File: src/rtl/sram_dual_arbiter.sv
`default_nettype none
// ============================================================================
// Module   : sram_dual_arbiter
// Purpose  : Shares one dual-port SRAM macro between two requesters, M0 and
//            M1. Port 0 is read/write and port 1 is read-only. Writes always
//            go to port 0. Reads are spread over both ports. Write/write
//            contention is settled round-robin. A read that targets the
//            address being written in the same cycle is stalled.
// Ports    : clk, rst                   - clock, sync active-high reset
//            m{0,1}_valid/ready/we/addr/wdata
//                                       - request handshake per master
//            m{0,1}_rvalid/rdata        - fixed-latency (3) read response
//            sram_csb0/web0/addr0/din0  - registered port 0 command
//            sram_dout0                 - port 0 read data
//            sram_csb1/addr1            - registered port 1 command
//            sram_dout1                 - port 1 read data
//            stall_cnt                  - saturating count of stall cycles
// Revision : 1.0 - initial release
// ============================================================================
module sram_dual_arbiter #(
  parameter int ADDR_WIDTH = 4,
  parameter int DATA_WIDTH = 32,
  parameter int STAT_WIDTH = 8
) (
  input  logic                  clk,
  input  logic                  rst,

  input  logic                  m0_valid,
  output logic                  m0_ready,
  input  logic                  m0_we,
  input  logic [ADDR_WIDTH-1:0] m0_addr,
  input  logic [DATA_WIDTH-1:0] m0_wdata,
  output logic                  m0_rvalid,
  output logic [DATA_WIDTH-1:0] m0_rdata,

  input  logic                  m1_valid,
  output logic                  m1_ready,
  input  logic                  m1_we,
  input  logic [ADDR_WIDTH-1:0] m1_addr,
  input  logic [DATA_WIDTH-1:0] m1_wdata,
  output logic                  m1_rvalid,
  output logic [DATA_WIDTH-1:0] m1_rdata,

  output logic                  sram_csb0,
  output logic                  sram_web0,
  output logic [ADDR_WIDTH-1:0] sram_addr0,
  output logic [DATA_WIDTH-1:0] sram_din0,
  input  logic [DATA_WIDTH-1:0] sram_dout0,

  output logic                  sram_csb1,
  output logic [ADDR_WIDTH-1:0] sram_addr1,
  input  logic [DATA_WIDTH-1:0] sram_dout1,

  output logic [STAT_WIDTH-1:0] stall_cnt
);

  // Port encoding carried in the response tag.
  localparam logic PORT0 = 1'b0;
  localparam logic PORT1 = 1'b1;

  // --------------------------------------------------------------------------
  // Request decode
  // --------------------------------------------------------------------------
  logic wr0, wr1, rd0, rd1;

  assign wr0 = m0_valid &  m0_we;
  assign wr1 = m1_valid &  m1_we;
  assign rd0 = m0_valid & ~m0_we;
  assign rd1 = m1_valid & ~m1_we;

  // --------------------------------------------------------------------------
  // Grant / steering logic
  // --------------------------------------------------------------------------
  logic                  rr_q, rr_d;        // 0: M0 wins next write/write tie
  logic                  grant0, grant1;
  logic                  p0_en, p0_we;
  logic [ADDR_WIDTH-1:0] p0_addr;
  logic [DATA_WIDTH-1:0] p0_din;
  logic                  p1_en;
  logic [ADDR_WIDTH-1:0] p1_addr;
  logic [1:0]            tag_v;             // read issued, indexed by master
  logic [1:0]            tag_port;          // port used, indexed by master

  always_comb begin
    grant0   = 1'b0;
    grant1   = 1'b0;
    p0_en    = 1'b0;
    p0_we    = 1'b0;
    p0_addr  = m0_addr;
    p0_din   = m0_wdata;
    p1_en    = 1'b0;
    p1_addr  = m1_addr;
    rr_d     = rr_q;
    tag_v    = 2'b00;
    tag_port = 2'b00;

    // Nothing is granted while reset is asserted, so the first handshake
    // lands in the cycle after reset is released.
    if (!rst) begin
      if (wr0 && wr1) begin
        // Write/write contention: the favoured master writes and the
        // pointer moves to the loser so neither master can be starved.
        p0_en = 1'b1;
        p0_we = 1'b1;
        if (!rr_q) begin
          grant0  = 1'b1;
          p0_addr = m0_addr;
          p0_din  = m0_wdata;
          rr_d    = 1'b1;
        end else begin
          grant1  = 1'b1;
          p0_addr = m1_addr;
          p0_din  = m1_wdata;
          rr_d    = 1'b0;
        end
      end else if (wr0) begin
        grant0  = 1'b1;
        p0_en   = 1'b1;
        p0_we   = 1'b1;
        p0_addr = m0_addr;
        p0_din  = m0_wdata;
        // The macro gives no defined result for a read of the address being
        // written on the same edge, so such a read waits one cycle.
        if (rd1 && (m1_addr != m0_addr)) begin
          grant1      = 1'b1;
          p1_en       = 1'b1;
          p1_addr     = m1_addr;
          tag_v[1]    = 1'b1;
          tag_port[1] = PORT1;
        end
      end else if (wr1) begin
        grant1  = 1'b1;
        p0_en   = 1'b1;
        p0_we   = 1'b1;
        p0_addr = m1_addr;
        p0_din  = m1_wdata;
        if (rd0 && (m0_addr != m1_addr)) begin
          grant0      = 1'b1;
          p1_en       = 1'b1;
          p1_addr     = m0_addr;
          tag_v[0]    = 1'b1;
          tag_port[0] = PORT1;
        end
      end else begin
        // No write this cycle: each master owns one port, so both reads
        // can be granted together.
        if (rd0) begin
          grant0      = 1'b1;
          p0_en       = 1'b1;
          p0_addr     = m0_addr;
          tag_v[0]    = 1'b1;
          tag_port[0] = PORT0;
        end
        if (rd1) begin
          grant1      = 1'b1;
          p1_en       = 1'b1;
          p1_addr     = m1_addr;
          tag_v[1]    = 1'b1;
          tag_port[1] = PORT1;
        end
      end
    end
  end

  assign m0_ready = grant0;
  assign m1_ready = grant1;

  // --------------------------------------------------------------------------
  // Registered SRAM command
  // --------------------------------------------------------------------------
  logic                  csb0_q, web0_q, csb1_q;
  logic [ADDR_WIDTH-1:0] addr0_q, addr1_q;
  logic [DATA_WIDTH-1:0] din0_q;

  always_ff @(posedge clk) begin
    if (rst) begin
      csb0_q  <= 1'b1;
      web0_q  <= 1'b1;
      addr0_q <= '0;
      din0_q  <= '0;
      csb1_q  <= 1'b1;
      addr1_q <= '0;
      rr_q    <= 1'b0;
    end else begin
      csb0_q <= ~p0_en;
      web0_q <= ~p0_we;
      csb1_q <= ~p1_en;
      rr_q   <= rr_d;
      // Address/data only move when the port is used, keeping idle cycles
      // free of toggling on the macro pins.
      if (p0_en) begin
        addr0_q <= p0_addr;
      end
      if (p0_we) begin
        din0_q <= p0_din;
      end
      if (p1_en) begin
        addr1_q <= p1_addr;
      end
    end
  end

  assign sram_csb0  = csb0_q;
  assign sram_web0  = web0_q;
  assign sram_addr0 = addr0_q;
  assign sram_din0  = din0_q;
  assign sram_csb1  = csb1_q;
  assign sram_addr1 = addr1_q;

  // --------------------------------------------------------------------------
  // Response pipeline, one lane per master.
  //   accept N -> s0 tag in N+1 (command on pins)
  //            -> s1 tag in N+2 (macro output valid)
  //            -> rvalid/rdata registered for N+3
  // Each master issues at most one read per cycle, so a lane only needs to
  // remember which port carries its data.
  // --------------------------------------------------------------------------
  for (genvar m = 0; m < 2; m++) begin : g_resp
    logic                  s0_v_q, s0_port_q;
    logic                  s1_v_q, s1_port_q;
    logic                  rvalid_q;
    logic [DATA_WIDTH-1:0] rdata_q;

    always_ff @(posedge clk) begin
      if (rst) begin
        s0_v_q    <= 1'b0;
        s0_port_q <= PORT0;
        s1_v_q    <= 1'b0;
        s1_port_q <= PORT0;
        rvalid_q  <= 1'b0;
        rdata_q   <= '0;
      end else begin
        s0_v_q    <= tag_v[m];
        s0_port_q <= tag_port[m];
        s1_v_q    <= s0_v_q;
        s1_port_q <= s0_port_q;
        rvalid_q  <= s1_v_q;
        // rdata keeps its last value between responses.
        if (s1_v_q) begin
          rdata_q <= (s1_port_q == PORT1) ? sram_dout1 : sram_dout0;
        end
      end
    end
  end

  assign m0_rvalid = g_resp[0].rvalid_q;
  assign m0_rdata  = g_resp[0].rdata_q;
  assign m1_rvalid = g_resp[1].rvalid_q;
  assign m1_rdata  = g_resp[1].rdata_q;

  // --------------------------------------------------------------------------
  // Stall statistics
  // --------------------------------------------------------------------------
  logic                  stall;
  logic [STAT_WIDTH-1:0] stall_cnt_q, stall_cnt_d;

  assign stall = (m0_valid & ~grant0) | (m1_valid & ~grant1);

  always_comb begin
    stall_cnt_d = stall_cnt_q;
    if (stall && (stall_cnt_q != {STAT_WIDTH{1'b1}})) begin
      stall_cnt_d = stall_cnt_q + 1'b1;
    end
  end

  always_ff @(posedge clk) begin
    if (rst) begin
      stall_cnt_q <= '0;
    end else begin
      stall_cnt_q <= stall_cnt_d;
    end
  end

  assign stall_cnt = stall_cnt_q;

endmodule
`default_nettype wire

File: config.mk
export PLATFORM = sky130hd
export DESIGN_NAME = sram_dual_arbiter
export DESIGN_NICKNAME = d
export VERILOG_FILES = /design/src/rtl/sram_dual_arbiter.sv
export SDC_FILE = /design/constraint.sdc
export NUM_CORES = 1
export LEC_CHECK = 0
export ABC_AREA = 1
export CAP_MARGIN = 10
export CELL_PAD_IN_SITES_DETAIL_PLACEMENT = 0
export CELL_PAD_IN_SITES_GLOBAL_PLACEMENT = 1
export CORE_ASPECT_RATIO = 2
export CORE_UTILIZATION = 46
export CTS_CLUSTER_SIZE = 14
export DETAILED_ROUTE_END_ITERATION = 16
export DONT_BUFFER_PORTS = 1
export HOLD_SLACK_MARGIN = 0.1
export PLACE_DENSITY_LB_ADDON = 0.1
export SLEW_MARGIN = 40
export SYNTH_ARGS = -nofsm -noshare
export SYNTH_HDL_FRONTEND = slang
export SYNTH_SLANG_ARGS = --single-unit
File: constraint.sdc
create_clock -name clk -period 3.1 [get_ports clk]
set_clock_uncertainty 0.15 [all_clocks]
set_input_delay 0.62 -clock clk [delete_from_list [all_inputs] [get_ports clk]]
set_output_delay 0.62 -clock clk [all_outputs]
set_load 0.02 [all_outputs]
# Word level (Yosys, flattened, before mapping)
# Index checks and enable logic that the tools add are counted.
# classes
addsub	1
eq_ne	3
mux	42
bitwise	15
reduce_logical	7
# op_table
operator	n
$mux W32	6
$mux W4	8
$mux W1	28
$add A8 B1 Y8 const B	1
$ne A4 B4 Y1	2
$ne A8 B8 Y1 const B	1
$not A1 Y1	8
$and A1 B1 Y1	6
$logic_and A1 B1 Y1	4
$reduce_or A4 Y1	1
$reduce_or A3 Y1	1
$reduce_or A2 Y1	1
$or A1 B1 Y1	1
# word_totals
ff_bits	124
in_bits	142
out_inout_bits	119
word_cells	86

# Longest topological paths before layout
# Gate-level depths: netlist (run 1).
# depth
word_depth	12
depth_mapped	13
mapped_depth_nobuf	13

# Least setup slack after synthesis (run 1)
# OpenSTA, ideal clock, no wires.
# synth_timing
kind	in2out
start	in m0_addr[1]
end	out m1_ready
arrival_time_ns	1.274
t_required_ns	2.330
slack_ns	1.056
path_stages	9
n_path_buf	0
cell_sequence	inv_1 nand2_1 nand2_1 nor2_2 nand3b_1 nand2_2 nand2_1 nand2_1 inv_1
# synth_between
elab_chain_cells	6
# synth_lines
item	line	rtl
start, declared	31	input logic [ADDR_WIDTH-1:0] m0_addr,
$ne A4 B4 Y1	124	if (rd1 && (m1_addr != m0_addr)) begin
$logic_and A1 B1 Y1	124	
$mux W1	124	
$mux W1	116	end else if (wr0) begin
$mux W1	100	if (wr0 && wr1) begin
$mux W1	99	if (!rst) begin
end, declared	37	output logic m1_ready,
# No other way between the ends.

# Worst setup path after layout (run 1)
# layout_timing
start	in m0_addr[1]
end	out m0_ready
# layout_between
elab_chain_cells	7
# layout_lines
item	line	rtl
$ne A4 B4 Y1	137	if (rd0 && (m0_addr != m1_addr)) begin
$logic_and A1 B1 Y1	137	
$mux W1	137	
$mux W1	131	end else if (wr1) begin
$mux W1	116	
$mux W1	100	
$mux W1	99	
end, declared	29	output logic m0_ready,
# No other way between the ends.

==> results of run 1 <==
[cells by family (layout without fill, tap and decap cells)]
kind of cell,after synthesis,after routing
flops,124,124
buf+inv,69,67
fa+ha+maj,1,1
compound gates,219,219
xor+xnor,6,6
simple gates,251,251
[power by group through the flow]
| stage | clock [uW] | combinational [uW] | sequential [uW] |
|---|---|---|---|
| floorplan | 0 | 197 | 1860 |
| global placement | 0 | 234 | 1880 |
| detailed placement | 0 | 242 | 1880 |
| CTS | 1920 | 243 | 1840 |
| global route | 1990 | 277 | 1850 |
| finish | 1880 | 240 | 1840 |
[Yosys cell counts, drive strengths merged]
cell and instances:
or2 1, clkbuf 37, ha 1, nor2 86
buf 8, a21oi 77, xor2 3, o31ai 1
xnor2 3, dfxtp 124, inv 24, o21ai 104
a31oi 36, nand3b 1, nand2 144, nand3 19
o21a 1
[layout make-up]
| cell class | count | area, sq um | area share, % |
|---|---|---|---|
| tap | 137 | 171.4 | 3.053 |
| multi-input combinational | 477 | 2215 | 39.45 |
| inverter | 24 | 90.09 | 1.605 |
| sequential | 124 | 2482 | 44.22 |
| clock buffer | 19 | 452.9 | 8.068 |
| timing repair buffer | 11 | 85.08 | 1.515 |
| clock inverter | 13 | 117.6 | 2.095 |
[registers in the layout, summed over array words and instances (netlist names), 2 cells and up]
register,cells
m1_rdata,32
stall_cnt,8
sram_din0,32
m0_rdata,32
sram_addr1,4
sram_addr0,4
g_resp.s1_port_q,2
g_resp.s0_port_q,2
[routing by layer]
metal,GRT usage [%],vias up,part of all wire [%]
met5,0,-,0
met4,12.87,0,3.7
met3,9.257,36,8.9
met2,45.27,212,54
met1,23.16,2108,34
li1,-,2214,-
[metrics by stage]
step | worst slack (ns) | area (sq um) | cells
6_report | 0.8990 | 5614 | 805
5_1_grt | 0.7844 | 5614 | 805
4_1_cts | 0.8730 | 5614 | 805
3_5_place_dp | 0.8746 | 5034 | 772
3_3_place_gp | 0.8908 | 5034 | 772
2_1_floorplan | 1.056 | 4969 | 670
[cells in the final DEF (no fill, tap or decap)]
master           n
clkbuf_16       17
dlygate4sd3_1    1
buf_4           10
clkinv_2         3
nor2_2           2
a21oi_1         76
or2_1            1
inv_2            4
nand3_2          1
clkinv_4         2
xor2_1           3
a31oi_1         36
o21ai_0         96
inv_1           20
dfxtp_1        124
nor2_1          84
ha_1             1
inv_6            2
o31ai_1          1
clkbuf_8         2
nand3_1         18
nand3b_1         1
bufinv_16        1
nand2_2          4
nand2_4          1
xnor2_1          3
nand2_1        139
clkinvlp_4       5
o21ai_1          8
o21a_1           1
a21oi_2          1
[how the worst min path moves through the flow]
stage | start | endpoint | slack (ns) | depth (start not counted)
after floorplan | g_resp[0].s0_port_q$_SDFF_PP0_ | g_resp[0].s1_port_q$_SDFF_PP0_ | 0.24 | 2
after global placement | g_resp[0].s0_v_q$_SDFF_PP0_ | g_resp[0].s1_v_q$_SDFF_PP0_ | 0.24 | 2
after detailed placement | g_resp[0].s0_v_q$_SDFF_PP0_ | g_resp[0].s1_v_q$_SDFF_PP0_ | 0.24 | 2
after CTS | rst | stall_cnt[4]$_SDFFE_PP0P_ | 0.10 | 1
after global routing | rst | stall_cnt[4]$_SDFFE_PP0P_ | 0.11 | 1
final | rst | stall_cnt[7]$_SDFFE_PP0P_ | 0.13 | 1
==> summary.txt, run 1 <==
Place
  • Final GP Congestion: 0.8082
  • Post-DP HPWL: 10,160 um
  • Port Buffers: 0

Power and ir drop
  • VDD IR-drop max: 426.4 uV
  • Sequential share of power: 46.6%
  • Comb power frac: 6.1%
  • Final Power: 3961 uW
  • Psw: 1052 uW
  • Internal: 2910 uW
  • Switching Share: 26.55%
  • Clock group share of total power: 47.4%
  • Pleak: 0.002442 uW
  • Pwr per Cell Area: 705.6 nW/um^2

Layout
  • Layout cells sized above 1: 8.234%
  • Final Util: 53.58%
  • Fin nets: 798
  • Synth-to-layout area growth: 12.99%
  • # diodes: 0
  • Fillers: 1,057

Floorplanning
  • # rows: 53
  • Die width: 75.49 um
  • # IOs: 261
  • Chip Height: 149.0 um
  • Core area: 10,480 sq um
  • Initial Util: 47.42%
  • DIE AREA: 11,250 sq um

Timing
  • Slew @ Worst Pin: 0.6137 ns
  • Fin. max-slew vios: 0
  • TNS Setup: 0 ns
  • Hold WS: 0.1318 ns
  • Max_slew headroom: 58.81%
  • Endpoints failing setup: 0
  • Fin crit share: 71.00%
  • Min Tclk post-route: 2.201 ns
  • RSZ-0062 raised after global routing: false
  • Max Fclk: 0.4543 GHz
  • Fin. Hold Viols: 0

Synthesis
  • Flops & latches, synth: 124
  • Gate Count Post-Synth: 670
  • Mean Syn Cell Area: 7.416 sq um
  • Synth area leaders: dfxtp_1 (50%), nand2_1 (11%), o21ai_0 (9.7%), a21oi_1 (7.7%), nor2_1 (6.3%)
  • Syn nets: 813
  • Area leader, netlist: dfxtp_1
  • Top cell type's share of synthesized area: 49.96%
  • Ys Warns: 0
  • Compound-Gate Fraction of Synth Area: 23.14%
  • Post-Synth Simple-Gate Area: 20.12%
  • Cell variety after synth: 26
  • Post-synthesis mux area share: 0%
  • Sequential area share after synthesis: 49.96%
  • Largest family of logic cells by synthesized area: compound AO/OA/AOI/OAI gates
  • Syn Std Cell Area: 4969 sq um
  • Post-Synth XOR/XNOR Area: 1.058%
  • Post-synthesis adder-cell area fraction: 0.2518%

Critical path
  • FF-to-FF End: stall_cnt[3]$_SDFFE_PP0P_
  • Worst setup SP type: input pin
  • Crit-path most repeated cell: nand2_1
  • Max FO, Critical Path: 3
  • Required time of the critical path: 2.33 ns
  • Critical path's slowest cell: nor2_2
  • CP endpoint: m0_ready
  • WP buf/inv: 2
  • Top delay family on crit path: simple AND/OR/NAND/NOR gates
  • Worst R2R Path Depth: 7
  • Worst setup startpoint: m0_addr[1]
  • WP depth: 9
  • Endpoint class of the critical path: output port
  • Critical Path Max Stage Delay: 0.20 ns
  • CP Class: in -> out
  • Worst reg-to-reg setup slack: 1.11 ns
  • Critical path cell sequence: inv_1, nand2_1, nand2_1, nor2_2, nand3_1, nand2_1, nand2_1, nand2_1, inv_1
  • Reg2reg start: stall_cnt[0]$_SDFFE_PP0P_
  • Worst path arrival time: 1.43 ns

Drt
  • Residual DRC count: 0
  • Routed via count: 4,570
  • Total routed wirelength: 14,080 um
  • DRT Pass-1 Iters: 4
  • Final ANT Viol Nets: 0
  • Routed wire per std cell: 17.49 um
  • Avg Vias per Cell: 5.677
  • DR iter-0 viols: 152

CTS
  • Num Clock Sinks: 124
  • Clock buffer depth: 2
  • CTS tree: done
  • Clock Latency Late Sink: 0.41 ns
  • H-tree levels: 4
  • # hold bufs at CTS: 1
  • CTS buffer count: 17
  • Resized cells post-CTS: 0
  • CTS clk-pin slew, worst paths: 0.06 ns
  • Root buffer cell: clkbuf_16
  • Number of setup buffers added after CTS: 0

Global routing
  • Total GRT Usage: 24.97%
  • Largest net degree at the start of global routing: 55
  • Vias in the first global route: 4,336
  • Gr ovfl total: 0
  • First-pass GRT wire length: 21,060 um
  • Initial antenna violation count: 0

Min path
  • Hold crit path type: in -> reg

Run status
  • Status: completed

Flow run
  • Max-cap check violation count: 0
Note: power is estimated with default switching activity, not from simulation.
==> run 2, diff against run 1 <==
--- a/config.mk
+++ b/config.mk
@@ -10,7 +10,7 @@
 export CELL_PAD_IN_SITES_DETAIL_PLACEMENT = 0
 export CELL_PAD_IN_SITES_GLOBAL_PLACEMENT = 1
 export CORE_ASPECT_RATIO = 2
-export CORE_UTILIZATION = 46
+export CORE_UTILIZATION = 42
 export CTS_CLUSTER_SIZE = 14
 export DETAILED_ROUTE_END_ITERATION = 16
 export DONT_BUFFER_PORTS = 1
==> constraint.sdc (replaced) <==
create_clock -name clk -period 2.3 [get_ports clk]
set_clock_uncertainty 0.15 [all_clocks]
set_input_delay 0.46 -clock clk [delete_from_list [all_inputs] [get_ports clk]]
set_output_delay 0.46 -clock clk [all_outputs]
set_load 0.02 [all_outputs]
==> run 2 against run 1 <==
First-iteration DRC count rose by 12%; clock power increased by 37%; cell area is 31% higher; clock-buffer cell count is 1 lower; register-to-register slack lost 0.97 ns; sequential cell count unchanged; sequential share of layout area down 10 points.
==> summary.txt, run 2 (synthesis gave the netlist of run 1 again) <==
Run status
  • Status: completed

CTS
  • Root buffer cell: clkbuf_16
  • Num Clock Sinks: 124 (unchanged)
  • Clock Latency Late Sink: 0.40 ns (about the same)
  • Clock buffer depth: 2 (unchanged)
  • Number of setup buffers added after CTS: 0 (unchanged)
  • CTS buffer count: 17 (unchanged)
  • CTS clk-pin slew, worst paths: 0.06 ns (about the same)
  • CTS tree: done
  • H-tree levels: 4 (unchanged)

Timing
  • Hold WS: 0.1217 ns (-0.01018 ns)
  • Max_slew headroom: 65.55% (+6.7 points)
  • Slew @ Worst Pin: 0.5168 ns (-0.09689 ns)
  • Fin. max-slew vios: 0 (unchanged)
  • Endpoints failing setup: 0 (unchanged)
  • Max Fclk: 0.4634 GHz
  • Min Tclk post-route: 2.158 ns
  • Fin crit share: 93.82%
  • Fin. Hold Viols: 0 (unchanged)

Critical path
  • Worst path arrival time: 2.36 ns (+0.93 ns)
  • Worst R2R Path Depth: 6 (-1)
  • Worst setup startpoint: rr_q$_SDFFE_PP0N_
  • Endpoint class of the critical path: flip-flop
  • WP buf/inv: 2 (unchanged)
  • WP depth: 6 (-3)
  • Top delay family on crit path: buffers and inverters
  • Reg2reg start: rr_q$_SDFFE_PP0N_
  • Worst reg-to-reg setup slack: 0.14 ns (-0.97 ns)
  • Critical path cell sequence: or2_1, nand2_2, buf_4, nand2_1, a31oi_1, dlygate4sd3_1
  • Worst setup SP type: flip-flop
  • CP Class: reg -> reg
  • FF-to-FF End: sram_din0[0]$_SDFFE_PP0P_
  • Critical path's slowest cell: dlygate4sd3_1
  • CP endpoint: sram_din0[0]$_SDFFE_PP0P_
  • Max FO, Critical Path: 22 (+19)
  • Required time of the critical path: 2.50 ns (+0.17 ns)
  • Critical Path Max Stage Delay: 0.56 ns (+0.36 ns)

Layout
  • Synth-to-layout area growth: 48.07%
  • Layout cells sized above 1: 7.848% (-0.39 points)
  • Fillers: 1,007 (-4.7%)
  • Commonest cells after routing, fill and taps aside: dlygate4sd3_1 (163), nand2_1 (139), dfxtp_1 (123)
  • # diodes: 0 (unchanged)
  • Fin nets: 971 (+22%)
  • Commonest non-fill, non-tap cell in the layout: dlygate4sd3_1

Power and ir drop
  • Pwr per Cell Area: 770.3 nW/um^2 (+9.2%)
  • Pleak: 0.003301 uW (+35%)
  • Final Power: 5667 uW (+43%)
  • VDD IR-drop max: 583.1 uV (+37%)

Global routing
  • Initial antenna violation count: 0 (unchanged)
  • Largest net degree at the start of global routing: 59 (+7.3%)
  • Gr ovfl total: 0 (unchanged)
  • Total GRT Usage: 27.22% (+2.3 points)
  • First-pass GRT wire length: 26,030 um (+24%)
  • Vias in the first global route: 5,490 (+27%)

Drt
  • Routed via count: 5,365 (+17%)
  • DR iter-0 viols: 170 (+12%)
  • Total routed wirelength: 16,670 um (+18%)
  • Residual DRC count: 0 (unchanged)
  • Avg Vias per Cell: 5.458 (-3.9%)
  • DRT Pass-1 Iters: 5 (+1)
  • Final ANT Viol Nets: 0 (unchanged)
  • Routed wire per std cell: 16.96 um (-3.0%)

Floorplanning
  • Initial Util: 43.49% (-3.9 points)
  • Die width: 78.91 um (+4.5%)
  • Core area: 11,420 sq um (+9.0%)
  • # rows: 55 (+3.8%)
  • Chip Height: 155.8 um (+4.6%)
  • # IOs: 261 (unchanged)
  • DIE AREA: 12,300 sq um (+9.3%)

Min path
  • Origin of the worst min-delay path: sram_dout1[5]
  • Hold crit path type: in -> reg

Place
  • Post-DP HPWL: 10,410 um (+2.4%)
  • Final GP Congestion: 0.8229 (+1.8%)
  • Port Buffers: 0 (unchanged)

Flow run
  • Max-cap check violation count: 0 (unchanged)
==> run 2: worst min-delay path by stage <==
stage | to | slack [ns] | cells past startpoint
2_1_floorplan | g_resp[0].s1_port_q$_SDFF_PP0_ | 0.24 | 2
3_3_place_gp | g_resp[1].s1_port_q$_SDFF_PP0_ | 0.24 | 2
3_5_place_dp | g_resp[0].s1_port_q$_SDFF_PP0_ | 0.25 | 2
4_1_cts | m0_rdata[0]$_SDFFE_PP0P_ | 0.11 | 2
5_1_grt | m0_rdata[5]$_SDFFE_PP0P_ | 0.12 | 2
6_report | m0_rdata[5]$_SDFFE_PP0P_ | 0.12 | 2
==> run 2: per-layer routing <==
layer	track usage (%)	vias up	routed length, um
li1	-	2565	-
met1	26.18	2484	5810
met2	51.93	275	9121
met3	6.959	41	1212
met4	13.42	0	524
met5	0	-	0
==> run 2: worst reg2reg max path: cells and delay by family (launching register included) <==
| family | cells | cell delay [ns] |
|---|---|---|
| buffers and inverters | 2 | 0.86 |
| and+or+nand+nor | 3 | 0.56 |
| DFF | 1 | 0.33 |
| AOI/OAI and AO/OA | 1 | 0.20 |
==> run 2: what timing repair did <==
item,in CTS,in global routing
gates resized for setup,0,8
setup endpoints to repair,0,12
endpoints found under the hold margin,120,0
hold buffers,164,0
==> run 2: area by class of cell <==
class | instances | area [sq um] | share of cell area, %
Inverter | 24 | 92.59 | 1.259
Timing Repair Buffer | 184 | 1794 | 24.39
Tap cell | 142 | 177.7 | 2.415
Sequential cell | 124 | 2484 | 33.76
Clock inverter | 14 | 146.4 | 1.990
Multi-Input combinational cell | 477 | 2233 | 30.36
Clock buffer | 18 | 429.2 | 5.833
==> run 2: power breakdown <==
part	switching (uW)	total (uW)	internal, uW
combinational	289	605	316
sequential	212	2480	2270
clock	988	2580	1600
==> run 2: per-stage QoR <==
step                 TNS (ns)  cell area [sq um]  worst slack (ns)  cells  util [%]
floorplan                   0               4969            0.5755    670         -
global placement            0               5115            0.4270    787     44.78
detailed placement          0               5115            0.4079    787     44.78
CTS                         0               7332          0.005648    983     64.18
global route        -0.001078               7357         -0.001078    983     64.40
finish                      0               7357            0.1422    983     64.40
==> patch: new RTL, flow settings as in run 2 <==
`ADDR_WIDTH`: 4 -> 2.
--- a/src/rtl/sram_dual_arbiter.sv
+++ b/src/rtl/sram_dual_arbiter.sv
@@ -20,3 +20,3 @@
 module sram_dual_arbiter #(
-  parameter int ADDR_WIDTH = 4,
+  parameter int ADDR_WIDTH = 2,
   parameter int DATA_WIDTH = 32,
Interface: changed (resized m0_addr, m1_addr, sram_addr0 and sram_addr1); port bits go from 261 to 253. No check against the original RTL was run, so the function may have changed too.
==> patch against run 2 <==
  * Wire length down 2.5%
  * Fmax down 1.6%
  * Power down 1.5%
  * Area after synthesis down 1.2%
  * Worst setup slack worse by 36 ps
  * Clock power up 3%
  * Sequential cell count down 4
  * Global-route usage down 0.81 points
  * Final area down 5.0%
  * Critical path type unchanged
  * Critical endpoint is now stall_cnt[6]
  * Highest routed layer unchanged
==> patch: results (changes against run 2) <==
* Status: finished clean
* HP Start: sram_dout1[0]
* Compound-Gate Fraction of Synth Area at 0.218 (-0.0133)
* #MultiIn Comb at 451 (-5.5%)
* Inverters at 34 (+42%)
* DRT iter0 DRCs at 240 (+41%)
* Num CTS Buffers at 17 (unchanged)
* First-pass GRT wire length at 25.0 mm (-3.9%)
* Worst reg2reg path endpoint: stall_cnt[6]
* Maximum VDD drop at 0.000562 V (-3.6%)
* Initial antenna violation count at 0 (unchanged)
* Vias per cell at 5.52 (+1.1%)
* Area of the multi-input gates at 2180 µm² (-2.2%)
* FF+latch area at 2400 µm² (-3.2%)
* Nonclk buf count at 154 (-16%)
* Synthesized netlist cell count at 653 (-2.5%)
* P_leak at 3.16 nW (-4.4%)
* GR Util All Layers at 0.264 (-0.00813)
* Worst Path Arrival at 2380 ps (+20 ps)
* Cell Area, Placed at 5010 µm² (-2.1%)
* Worst Hold Path EP: m0_rdata[0]
* Hold-fix buffers, CTS at 136 (-17%)
* Clock latency on the worst-skew pair at 410 ps
* CP max FO at 10 (-55%)
* TritonRoute pass-1 iters at 6 (+1)
* Final-layout clock buffer total at 21 (+3)
* Post-Synth XOR/XNOR Area at 0.0107 (+0.000127)
* RR Startpoint: stall_cnt[0]
* Seq/Total Area, Yosys at 0.489 (-0.0103)
* Layout non-clock buf frac at 0.216 (-0.0281)
* Sinks on Clock Net at 120 (-3.2%)
* Fin nets at 917 (-5.6%)
* Slew Limit Fails at 0 (unchanged)
* WL final at 16.2 mm (-2.5%)
* Filler cells at 1034 (+2.7%)
* Pre-CTS WS at 382 ps (-25.7 ps)
* Vias in the first global route at 5055 (-7.9%)
* Post-synthesis mux area share at 0 (unchanged)
* Worst-Margin Slew at 570 ps (+53.1 ps)
* Fin Hold WS at 117 ps (-4.58 ps)
* Clk slew on worst S/H paths at 50 ps
* Post-Layout Cell Count at 931 (-5.3%)
* Placed cell count at 764 (-2.9%)
* Worst reg-to-reg setup slack at 110 ps (-40 ps)
* Worst R2R Path Depth at 8 (+2)
* Detailed Place HPWL at 10.3 mm (-1.1%)
* Syn_nets at 792 (-2.6%)
* Routability congestion estimate at 0.845 (+2.6%)
* N_diodes at 0 (unchanged)
* Area contributors post-synth: dfxtp_1 (49%), o21ai_0 (9.2%), a21oi_1 (7.4%)
* Fraction of layout instances using a drive strength above 1 at 0.0837 (+0.00517)
* Post-synthesis adder-cell area fraction at 0.00255 (+0.0000302)
* Synth cell count leaders: dfxtp_1 (120), nand2_1 (94), o21ai_0 (90)
* Clock network area share at 0.0838 (+0.00552)
* Sequential cell area share at 0.344 (+0.00637)
* Largest net degree at the start of global routing at 54 (-8.5%)
* Synth async-reset ratio at 0 (unchanged)
* Post-CTS setup repair buffer count at 0 (unchanged)
patch: power breakdown:
group | internal (W) | leakage (nW) | switching [W]
Sequential | 0.00219 | 0.983 | 0.000199
Combinational | 0.000274 | 1.89 | 0.000272
Clock | 0.00174 | 0.285 | 0.000911
patch: how the worst max path moves through the flow:
stage / start / to / slack, ps
2_1_floorplan: stall_cnt[0] / stall_cnt[6] / 600
5_1_grt: stall_cnt[1] / stall_cnt[6] / 9
3_5_place_dp: m1_valid / sram_din0[30] / 380
6_report: stall_cnt[0] / stall_cnt[6] / 110
3_3_place_gp: m1_valid / sram_din0[22] / 410
4_1_cts: rst / sram_din0[25] / 10
patch: worst max-delay path, cell delays in order (launching register included):
cell	delay [ps]
dfxtp_1	340
ha_1	230
nand3_1	110
nor2_2	190
nand3_4	170
nand2_4	170
nand2_1	70
a21oi_1	140
dlygate4sd3_1	560
patch: routing by layer:
layer	part of all wire	GRT usage
met1	0.36	0.262
met2	0.55	0.493
met3	0.070	0.0768
met4	0.025	0.122
met5	0	0
